### src/rtl/pad_gpio_ctrl_if.sv
// Register bus and pad-cell bundle for pad_gpio_ctrl.
// Latency: none; plain wiring between the controller and its host and pads.
// Backpressure: none; the register port is accepted every cycle.
//
// Signals:
//   wr_en/wr_addr/wr_data : register write strobe, address and data
//   rd_addr/rd_data       : register read address and registered read data
//   pad_din/pad_oen       : drive value and active-low output enable to each pad
//   pad_dout              : asynchronous value sampled from each pad
//   irq                   : level interrupt
// master = host/pad side, slave = controller side.
interface pad_gpio_ctrl_if #(
    parameter int WIDTH = 4
);
    logic             wr_en;
    logic [2:0]       wr_addr;
    logic [WIDTH-1:0] wr_data;
    logic [2:0]       rd_addr;
    logic [WIDTH-1:0] rd_data;
    logic [WIDTH-1:0] pad_din;
    logic [WIDTH-1:0] pad_oen;
    logic [WIDTH-1:0] pad_dout;
    logic             irq;

    modport master (
        output wr_en, wr_addr, wr_data, rd_addr, pad_dout,
        input  rd_data, pad_din, pad_oen, irq
    );

    modport slave (
        input  wr_en, wr_addr, wr_data, rd_addr, pad_dout,
        output rd_data, pad_din, pad_oen, irq
    );
endinterface

### src/rtl/pad_gpio_ctrl.sv
// GPIO controller for bidirectional pad cells with turnaround guard and edge interrupt.
// Latency: reads 1 cycle; OUT->pad_din 1 cycle; DIR enable->OEN low TURN_CYC+1 cycles; pad->IRQ_STAT 2 edges.
// Backpressure: none; every register access is accepted in the cycle it is presented.
//
// Ports:
//   clk  : system clock
//   rst  : asynchronous active-high reset
//   bus  : pad_gpio_ctrl_if.slave (register write/read port, pad DIN/OEN/DOUT, irq)
//
// Register map: 0 OUT (RW), 1 DIR (RW, 1 = output requested), 2 IN (RO),
// 3 IRQ_EN (RW), 4 IRQ_STAT (W1C), 5-7 read as zero.
module pad_gpio_ctrl #(
    parameter int               WIDTH       = 4,
    parameter int               TURN_CYC    = 4,
    parameter logic [WIDTH-1:0] PAD_RST_VAL = {WIDTH{1'b1}}
) (
    input  logic           clk,
    input  logic           rst,
    pad_gpio_ctrl_if.slave bus
);

    localparam logic [2:0] A_OUT  = 3'd0;
    localparam logic [2:0] A_DIR  = 3'd1;
    localparam logic [2:0] A_IN   = 3'd2;
    localparam logic [2:0] A_IEN  = 3'd3;
    localparam logic [2:0] A_STAT = 3'd4;

    // The counter is loaded with TURN_CYC and the enable is applied on the edge
    // that observes zero, so OEN first goes low TURN_CYC+1 edges after the DIR
    // write. That leaves TURN_CYC full cycles in which the pad being released
    // has already stopped driving and the new one has not yet started.
    localparam logic [3:0] TURN_LD = 4'(TURN_CYC);

    typedef enum logic {
        IDLE = 1'b0,
        TURN = 1'b1
    } state_t;

    // Programmer-visible registers
    logic [WIDTH-1:0] out_q;
    logic [WIDTH-1:0] dir_q;
    logic [WIDTH-1:0] ien_q;
    logic [WIDTH-1:0] stat_q;
    logic [WIDTH-1:0] stat_d;

    // Pad-side pipeline
    logic [WIDTH-1:0] din_q;
    logic [WIDTH-1:0] sync1_q;
    logic [WIDTH-1:0] sync2_q;
    logic [WIDTH-1:0] prev_q;

    // Read port
    logic [WIDTH-1:0] rd_q;
    logic [WIDTH-1:0] rd_d;

    // Turnaround sequencer
    state_t           state_q;
    logic [3:0]       cnt_q;
    logic [WIDTH-1:0] act_q;
    logic [WIDTH-1:0] pend_q;

    // Decoded write strobes and derived masks
    logic             wr_out;
    logic             wr_dir;
    logic             wr_ien;
    logic             wr_stat;
    logic [WIDTH-1:0] w1c;
    logic [WIDTH-1:0] new_req;
    logic [WIDTH-1:0] pend_mask;
    logic [WIDTH-1:0] edge_det;

    always_comb begin
        wr_out  = bus.wr_en && (bus.wr_addr == A_OUT);
        wr_dir  = bus.wr_en && (bus.wr_addr == A_DIR);
        wr_ien  = bus.wr_en && (bus.wr_addr == A_IEN);
        wr_stat = bus.wr_en && (bus.wr_addr == A_STAT);

        w1c     = wr_stat ? bus.wr_data : '0;

        // Bits asked to drive that are not driving yet; already-active bits
        // that stay requested keep driving without a new guard interval.
        new_req = bus.wr_data & ~act_q;

        // Pins that are driving or waiting to drive would see their own
        // (or the partner pad's) transition, so they never raise an edge.
        pend_mask = (state_q == TURN) ? pend_q : '0;
        edge_det  = (sync2_q ^ prev_q) & ~act_q & ~pend_mask;

        // A new edge wins over a simultaneous write-one-to-clear.
        stat_d = (stat_q & ~w1c) | edge_det;
    end

    always_comb begin
        rd_d = '0;
        case (bus.rd_addr)
            A_OUT:   rd_d = out_q;
            A_DIR:   rd_d = dir_q;
            A_IN:    rd_d = sync2_q;
            A_IEN:   rd_d = ien_q;
            A_STAT:  rd_d = stat_q;
            default: rd_d = '0;
        endcase
    end

    // Registers, read pipeline and input synchroniser
    always_ff @(posedge clk or posedge rst) begin
        if (rst) begin
            out_q   <= '0;
            dir_q   <= '0;
            ien_q   <= '0;
            stat_q  <= '0;
            din_q   <= '0;
            rd_q    <= '0;
            // Start from the pull level so release from reset is not an edge.
            sync1_q <= PAD_RST_VAL;
            sync2_q <= PAD_RST_VAL;
            prev_q  <= PAD_RST_VAL;
        end else begin
            if (wr_out) begin
                out_q <= bus.wr_data;
            end
            if (wr_dir) begin
                dir_q <= bus.wr_data;
            end
            if (wr_ien) begin
                ien_q <= bus.wr_data;
            end
            stat_q  <= stat_d;
            din_q   <= out_q;
            rd_q    <= rd_d;
            sync1_q <= bus.pad_dout;
            sync2_q <= sync1_q;
            prev_q  <= sync2_q;
        end
    end

    // Turnaround sequencer. Releases take effect on the DIR write edge; new
    // drive requests wait out the guard interval. Any DIR write during the
    // guard recomputes the pending set and restarts the count, so a pin whose
    // request is withdrawn before expiry never drives.
    always_ff @(posedge clk or posedge rst) begin
        if (rst) begin
            state_q <= IDLE;
            cnt_q   <= '0;
            act_q   <= '0;
            pend_q  <= '0;
        end else if (wr_dir) begin
            act_q <= act_q & bus.wr_data;
            if (new_req != '0) begin
                state_q <= TURN;
                cnt_q   <= TURN_LD;
                pend_q  <= new_req;
            end else begin
                state_q <= IDLE;
                cnt_q   <= '0;
                pend_q  <= '0;
            end
        end else begin
            case (state_q)
                IDLE: begin
                    cnt_q  <= '0;
                    pend_q <= '0;
                end
                TURN: begin
                    if (cnt_q == 4'd0) begin
                        act_q   <= act_q | (pend_q & dir_q);
                        pend_q  <= '0;
                        state_q <= IDLE;
                    end else begin
                        cnt_q <= cnt_q - 4'd1;
                    end
                end
                default: begin
                    state_q <= IDLE;
                    cnt_q   <= '0;
                    pend_q  <= '0;
                end
            endcase
        end
    end

    assign bus.rd_data = rd_q;
    assign bus.pad_din = din_q;
    assign bus.pad_oen = ~act_q;
    assign bus.irq     = |(stat_q & ien_q);

endmodule
### src/flat_wrapper.sv
// flat-port wrapper written by rule: the top's interface ports become plain ports
module pad_gpio_ctrl_flat 
#(
    parameter int               WIDTH       = 4,
    parameter int               TURN_CYC    = 4,
    parameter logic [WIDTH-1:0] PAD_RST_VAL = {WIDTH{1'b1}}
)
  (clk, rst, bus_wr_en, bus_wr_addr, bus_wr_data, bus_rd_addr, bus_pad_dout, bus_rd_data, bus_pad_din, bus_pad_oen, bus_irq);
  pad_gpio_ctrl_if #(.WIDTH(WIDTH)) bus_i ();
  input  logic clk;
  input  logic rst;
  input wire logic [$bits(bus_i.wr_en)-1:0] bus_wr_en;
  input wire logic [$bits(bus_i.wr_addr)-1:0] bus_wr_addr;
  input wire logic [$bits(bus_i.wr_data)-1:0] bus_wr_data;
  input wire logic [$bits(bus_i.rd_addr)-1:0] bus_rd_addr;
  input wire logic [$bits(bus_i.pad_dout)-1:0] bus_pad_dout;
  output wire logic [$bits(bus_i.rd_data)-1:0] bus_rd_data;
  output wire logic [$bits(bus_i.pad_din)-1:0] bus_pad_din;
  output wire logic [$bits(bus_i.pad_oen)-1:0] bus_pad_oen;
  output wire logic [$bits(bus_i.irq)-1:0] bus_irq;
  assign bus_i.wr_en = bus_wr_en;
  assign bus_i.wr_addr = bus_wr_addr;
  assign bus_i.wr_data = bus_wr_data;
  assign bus_i.rd_addr = bus_rd_addr;
  assign bus_i.pad_dout = bus_pad_dout;
  assign bus_rd_data = bus_i.rd_data;
  assign bus_pad_din = bus_i.pad_din;
  assign bus_pad_oen = bus_i.pad_oen;
  assign bus_irq = bus_i.irq;
  pad_gpio_ctrl #(.WIDTH(WIDTH), .TURN_CYC(TURN_CYC), .PAD_RST_VAL(PAD_RST_VAL)) u_core (.clk(clk), .rst(rst), .bus(bus_i));
endmodule
### config.mk
export PLATFORM = sky130hd
export DESIGN_NAME = pad_gpio_ctrl_flat
export DESIGN_NICKNAME = d
export VERILOG_FILES = /design/src/rtl/pad_gpio_ctrl_if.sv /design/src/rtl/pad_gpio_ctrl.sv /design/src/flat_wrapper.sv
export SDC_FILE = /design/constraint.sdc
export NUM_CORES = 1
export LEC_CHECK = 0
export BUFFER_PORTS_ARGS = -buffer_cell sky130_fd_sc_hd__clkbuf_2
export CORE_MARGIN = 2
export CORE_UTILIZATION = 45
export CTS_CLUSTER_DIAMETER = 120
export DETAILED_ROUTE_END_ITERATION = 7
export PLACE_DENSITY = 0.76
export SLEW_MARGIN = 20
export SYNTH_ARGS = -nofsm -noshare
export SYNTH_HDL_FRONTEND = slang
export SYNTH_SLANG_ARGS = --single-unit
### constraint.sdc
create_clock -name clk -period 1.85 [get_ports clk]
set_input_delay 0.0925 -clock clk [delete_from_list [all_inputs] [get_ports clk]]
set_output_delay 0.0925 -clock clk [all_outputs]
set_load 0.01 [all_outputs]
# Word level (Yosys, flattened, before mapping)
# Cells that the tools add are included.
# totals
ff_bits	49
input_bits	17
out_inout_bits	13
word_cells	67
# op_classes
add_sub_neg	1
n_eq_ne	9
mux	18
n_bitwise	14
reduce_logical	12
# op_table
cell	count
two-way mux 4 bit	10
AND 4 bit	7
case mux 4 bit (5 select lines)	1
case mux 4 bit (2 select lines)	2
NOT 4 bit	3
equality test 3 x 2 -> 1 bit, second input constant	3
bitwise OR 4 bit	2
equality test 3 x 1 -> 1 bit, second input constant	2
equality test 3 bit, second input constant	2
zero test 3 bit	2
!= test 3 bit, second input constant	2
logical AND 1 bit	4
zero test 4 bit	1
two-way mux 1 bit	4
nonzero test 2 bit	2
nonzero test 4 bit	1
OR reduction 4 bit	1
subtractor 4 x 1 -> 4 bit, second input constant	1
XOR 4 bit	1
two-way mux 3 bit	1
AND reduction 2 bit	1
NOT 1 bit	1

# Depth between registers and ports, before layout
# depth
depth_word	6
depth_mapped	6
mapped_depth_nobuf	5

# Worst setup path after synthesis
# OpenSTA, ideal clock, no wires.
# synth_path
path_type	reg2reg
startpoint	register u_core.cnt_q[0]
endpoint	register u_core.pend_q[0]
arrival_time_ns	1.323
t_required_ns	1.722
path_slack_ns	0.400
stages_incl_launch_ff	7
path_buffers	1
synth_period_minus_slack_ns	1.450
cell_sequence	dfrtp_1 -> inv_1 -> ha_1 -> or3b_1 -> buf_2 -> nand2_1 -> o22ai_1
# synth_via
elab_chain_len	2
# synth_rtl
element	line_no	source
from (decl)	pad_gpio_ctrl.sv:58	logic [3:0] cnt_q;
from (signal assigned)	pad_gpio_ctrl.sv:170	cnt_q <= cnt_q - 4'd1;
zero test 4 bit	pad_gpio_ctrl.sv:165	if (cnt_q == 4'd0) begin
!= test 3 bit (no line)	--	
to (signal assigned)	pad_gpio_ctrl.sv:152	pend_q <= new_req;
to (decl)	pad_gpio_ctrl.sv:60	logic [WIDTH-1:0] pend_q;
# No other way between the ends.
# A chain may end at the register's enable or synchronous reset.

# Worst setup path after layout
# Ends and elaborated chain as after synthesis.

==> impl_metrics.csv <==
group,metric,value,unit
timing,fin_crit,1.57,ns
synthesis,synth_top_area_share,45.1,%
route,drt_iter0_drc,65,
power,clock_power_share,30.7,%
synthesis,ys_warn_count,0,
synthesis,synthTopCellsByCount,"37 x dfrtp_1, 16 x mux2_2, 15 x nand2_1, 13 x a21oi_1, 12 x dfstp_2",
timing,clock_skew,0.00567,ns
synthesis,syn_area,2050,µm²
die,start_util,46.8,%
synthesis,ys_ff_latch,49,
global_routing,grt_start_max_net_pins,27,
die,design.core.area,4380,µm²
die,die_h,71.5,µm
clocking,cts_tree,"built",
clocking,clkLatencyLatePin,0.30,ns
min_path,min_path_type,"in -> reg",
synthesis,synth_most_common_cell,"dfrtp_1",
worst_setup_path,r2r-end,"u_core.pend_q[0]$_DFFE_PP0P_",
power,internal-power,1.67,mW
clocking,clk_path_buf_depth,2,
final_layout,nFillCells,389,
min_path,hp-start,"bus_rd_addr[2]",
route,drt_first_pass_iters,4,
die,row_count,24,
power,switching_share,24.7,%
final_layout,post-route-util,54.8,%
die,io_pins,30,
timing,tightest_slew,0.521,ns
timing,period_share,85.0,%
placed_design,dp_slack,0.294,ns
timing,setup_slack,0.278,ns
clocking,clock_sinks,49,
worst_setup_path,worstReg2RegStart,"u_core.cnt_q[0]$_DFFE_PP0P_",
clocking,cts-root-buf,"clkbuf_8",
timing,finalHoldViolations,0,
synthesis,synthArstFlopShare,100,%
power,p_per_area,925,nW/µm²
min_path,hold-path-endpoint,"u_core.bus.rd_data[3]$_DFF_PP0_",
flow_run,maxCapViolCount,0,
final_layout,final_cell_count_no_fill,257,
worst_setup_path,worst-setup-path-type,"reg -> reg",
route,ant_nets,0,
global_routing,track_usage,17.4,%
min_path,holdPathStages,2,
placed_design,dp.cells,244,
placed_design,place.gp.congestion,0.769,
final_layout,insertedDiodeCount,0,
final_layout,drive_above_1_share,36.1,%
synthesis,syn-num-nets,185,
outcome,outcome,"complete, no violations",
route,drc_errors,0,
clocking,cts.clk_slew.worst_paths,0.09,ns
global_routing,grt_pass1_vias,1430,
power,vdd_ir_drop_max,0.492,mV
worst_setup_path,rr_worst_depth,5,
timing,holdWs,0.0616,ns
timing,fmax,0.636,GHz
timing,rsz0062_at_grt,"false",
clocking,post-cts-setup-buffers,0,
placed_design,numPortBuffers,29,
synthesis,synth_area_per_cell,12.4,µm²
synthesis,ys_seq_area_share,60.5,%
timing,fin_tns_setup,0,ns
power,p_leak,1.03,nW
route,vias,1410,
final_layout,nets,223,
power,switchingPower,548,µW
clocking,h-tree-depth,2,
route,wl,3880,µm
die,die-width,71.5,µm
worst_setup_path,critPathRequiredTime,2.04,ns
synthesis,synth-edff-count,0,
route,vias_per_cell,5.49,
power,comb_power_share,12.7,%
worst_setup_path,cp-start-kind,"flop",
final_layout,seq_area,1240,µm²
worst_setup_path,path_max_fanout,5,
timing,setup_viol,0,
synthesis,synthFlopType,"dfrtp_1",
worst_setup_path,regToRegSetupSlack,0.28,ns
global_routing,antenna_found_initial,0,
synthesis,synth.area.top_cells,"dfrtp_1 45%, dfstp_2 15%, mux2_2 8.8%",
worst_setup_path,cp-end-kind,"flop",
timing,maxSlewHeadroom,65.2,%
worst_setup_path,worstPathArrival,1.76,ns
placed_design,hpwl,2850,µm
die,die_area,5120,µm²
route,wire_per_inst,15.1,µm
clocking,cts_buffers,5,
final_layout,multi_input_area,751,µm²
global_routing,grt_overflow,0,
final_layout,syn2layout_area_growth,17.0,%
synthesis,netlist_instances,166,
power,seq_power_share,56.6,%
global_routing,grt_pass1_wl,6770,µm
synthesis,synth_cell_types,29,
synthesis,synth_top_area_cell,"dfrtp_1",
timing,slew_violations,0,
==> worst max-delay path, cell delays in order (launching register included) <==
cell and delay (ns):
dfrtp_1 0.41, inv_1 0.09, ha_1 0.20, or3b_1 0.47
nand2_1 0.18, o22ai_1 0.11
==> layout make-up <==
class | instances | share of cell area [%]
repair buffers | 37 | 9.06
clock buffers | 7 | 4.01
well taps | 52 | 2.71
multi-input cells | 104 | 31.3
inverters | 7 | 1.09
clock inverters | 1 | 0.208
flip-flops and latches | 49 | 51.7
==> through the flow <==
step	cell area (µm²)	power, mW
finish	2400	2.22
global placement	2250	1.54
floorplan	2050	1.44
detailed placement	2250	1.56
CTS	2400	2.24
global route	2400	2.34
==> cells in the final DEF, fill, tap and decap left out, drive strengths merged, types with 2 or more instances in the layout <==
| cell type | count |
|---|---|
| dfrtp | 37 |
| clkbuf | 36 |
| mux2 | 16 |
| nand2 | 15 |
| a21oi | 13 |
| dfstp | 12 |
| nor2 | 9 |
| o22ai | 8 |
| o21ai | 7 |
| inv | 7 |
| a22oi | 6 |
| dlygate4sd3 | 5 |
| nand2b | 4 |
| nor3b | 4 |
| a22o | 4 |
| xnor2 | 3 |
| buf | 3 |
| a211oi | 2 |
| nor2b | 2 |
| ha | 2 |
==> power groups by stage <==
stage                     logic [mW]  registers [mW]  clock network, mW
after global placement         0.271            1.27                  0
after global routing           0.316            1.28              0.742
after detailed placement       0.277            1.28                  0
after CTS                      0.287            1.26              0.699
final                          0.282            1.26              0.683
after floorplan                0.170            1.27                  0
==> per-layer routing <==
layer / up-vias / wire length (µm) / track usage, % / share of wire (%)
li1: 668 / - / - / -
met2: 36 / 1920 / 28.4 / 49
met1: 701 / 1670 / 22.1 / 43
met4: 0 / 67 / 7.34 / 1.7
met5: - / 0 / 0 / 0
met3: 5 / 222 / 4.22 / 5.7
==> what timing repair did <==
item                      CTS  global route
hold endpoints to repair   22             0
gates resized for setup     0             0
hold buffers                5             0
==> cell families after synthesis <==
kind of cell / after synthesis / share of synthesized area [%]
DFF: 49 / 60.5
and+or+nand+nor: 42 / 12.4
AOI/OAI and AO/OA: 41 / 12.9
muxes: 16 / 8.78
buffers and inverters: 13 / 2.99
xor gates and xnor gates: 3 / 1.28
adders and majority gates: 2 / 1.22
==> worst max path at each step <==
stage	slack [ns]	startpoint	end
floorplan	0.40	u_core.cnt_q[0]$_DFFE_PP0P_	u_core.pend_q[0]$_DFFE_PP0P_
global placement	0.34	u_core.cnt_q[0]$_DFFE_PP0P_	u_core.pend_q[3]$_DFFE_PP0P_
detailed placement	0.29	u_core.cnt_q[0]$_DFFE_PP0P_	u_core.pend_q[0]$_DFFE_PP0P_
CTS	0.28	u_core.cnt_q[0]$_DFFE_PP0P_	u_core.pend_q[0]$_DFFE_PP0P_
global route	0.20	u_core.cnt_q[0]$_DFFE_PP0P_	u_core.pend_q[0]$_DFFE_PP0P_
finish	0.28	u_core.cnt_q[0]$_DFFE_PP0P_	u_core.pend_q[0]$_DFFE_PP0P_
Power figures use the tool's default switching activity.
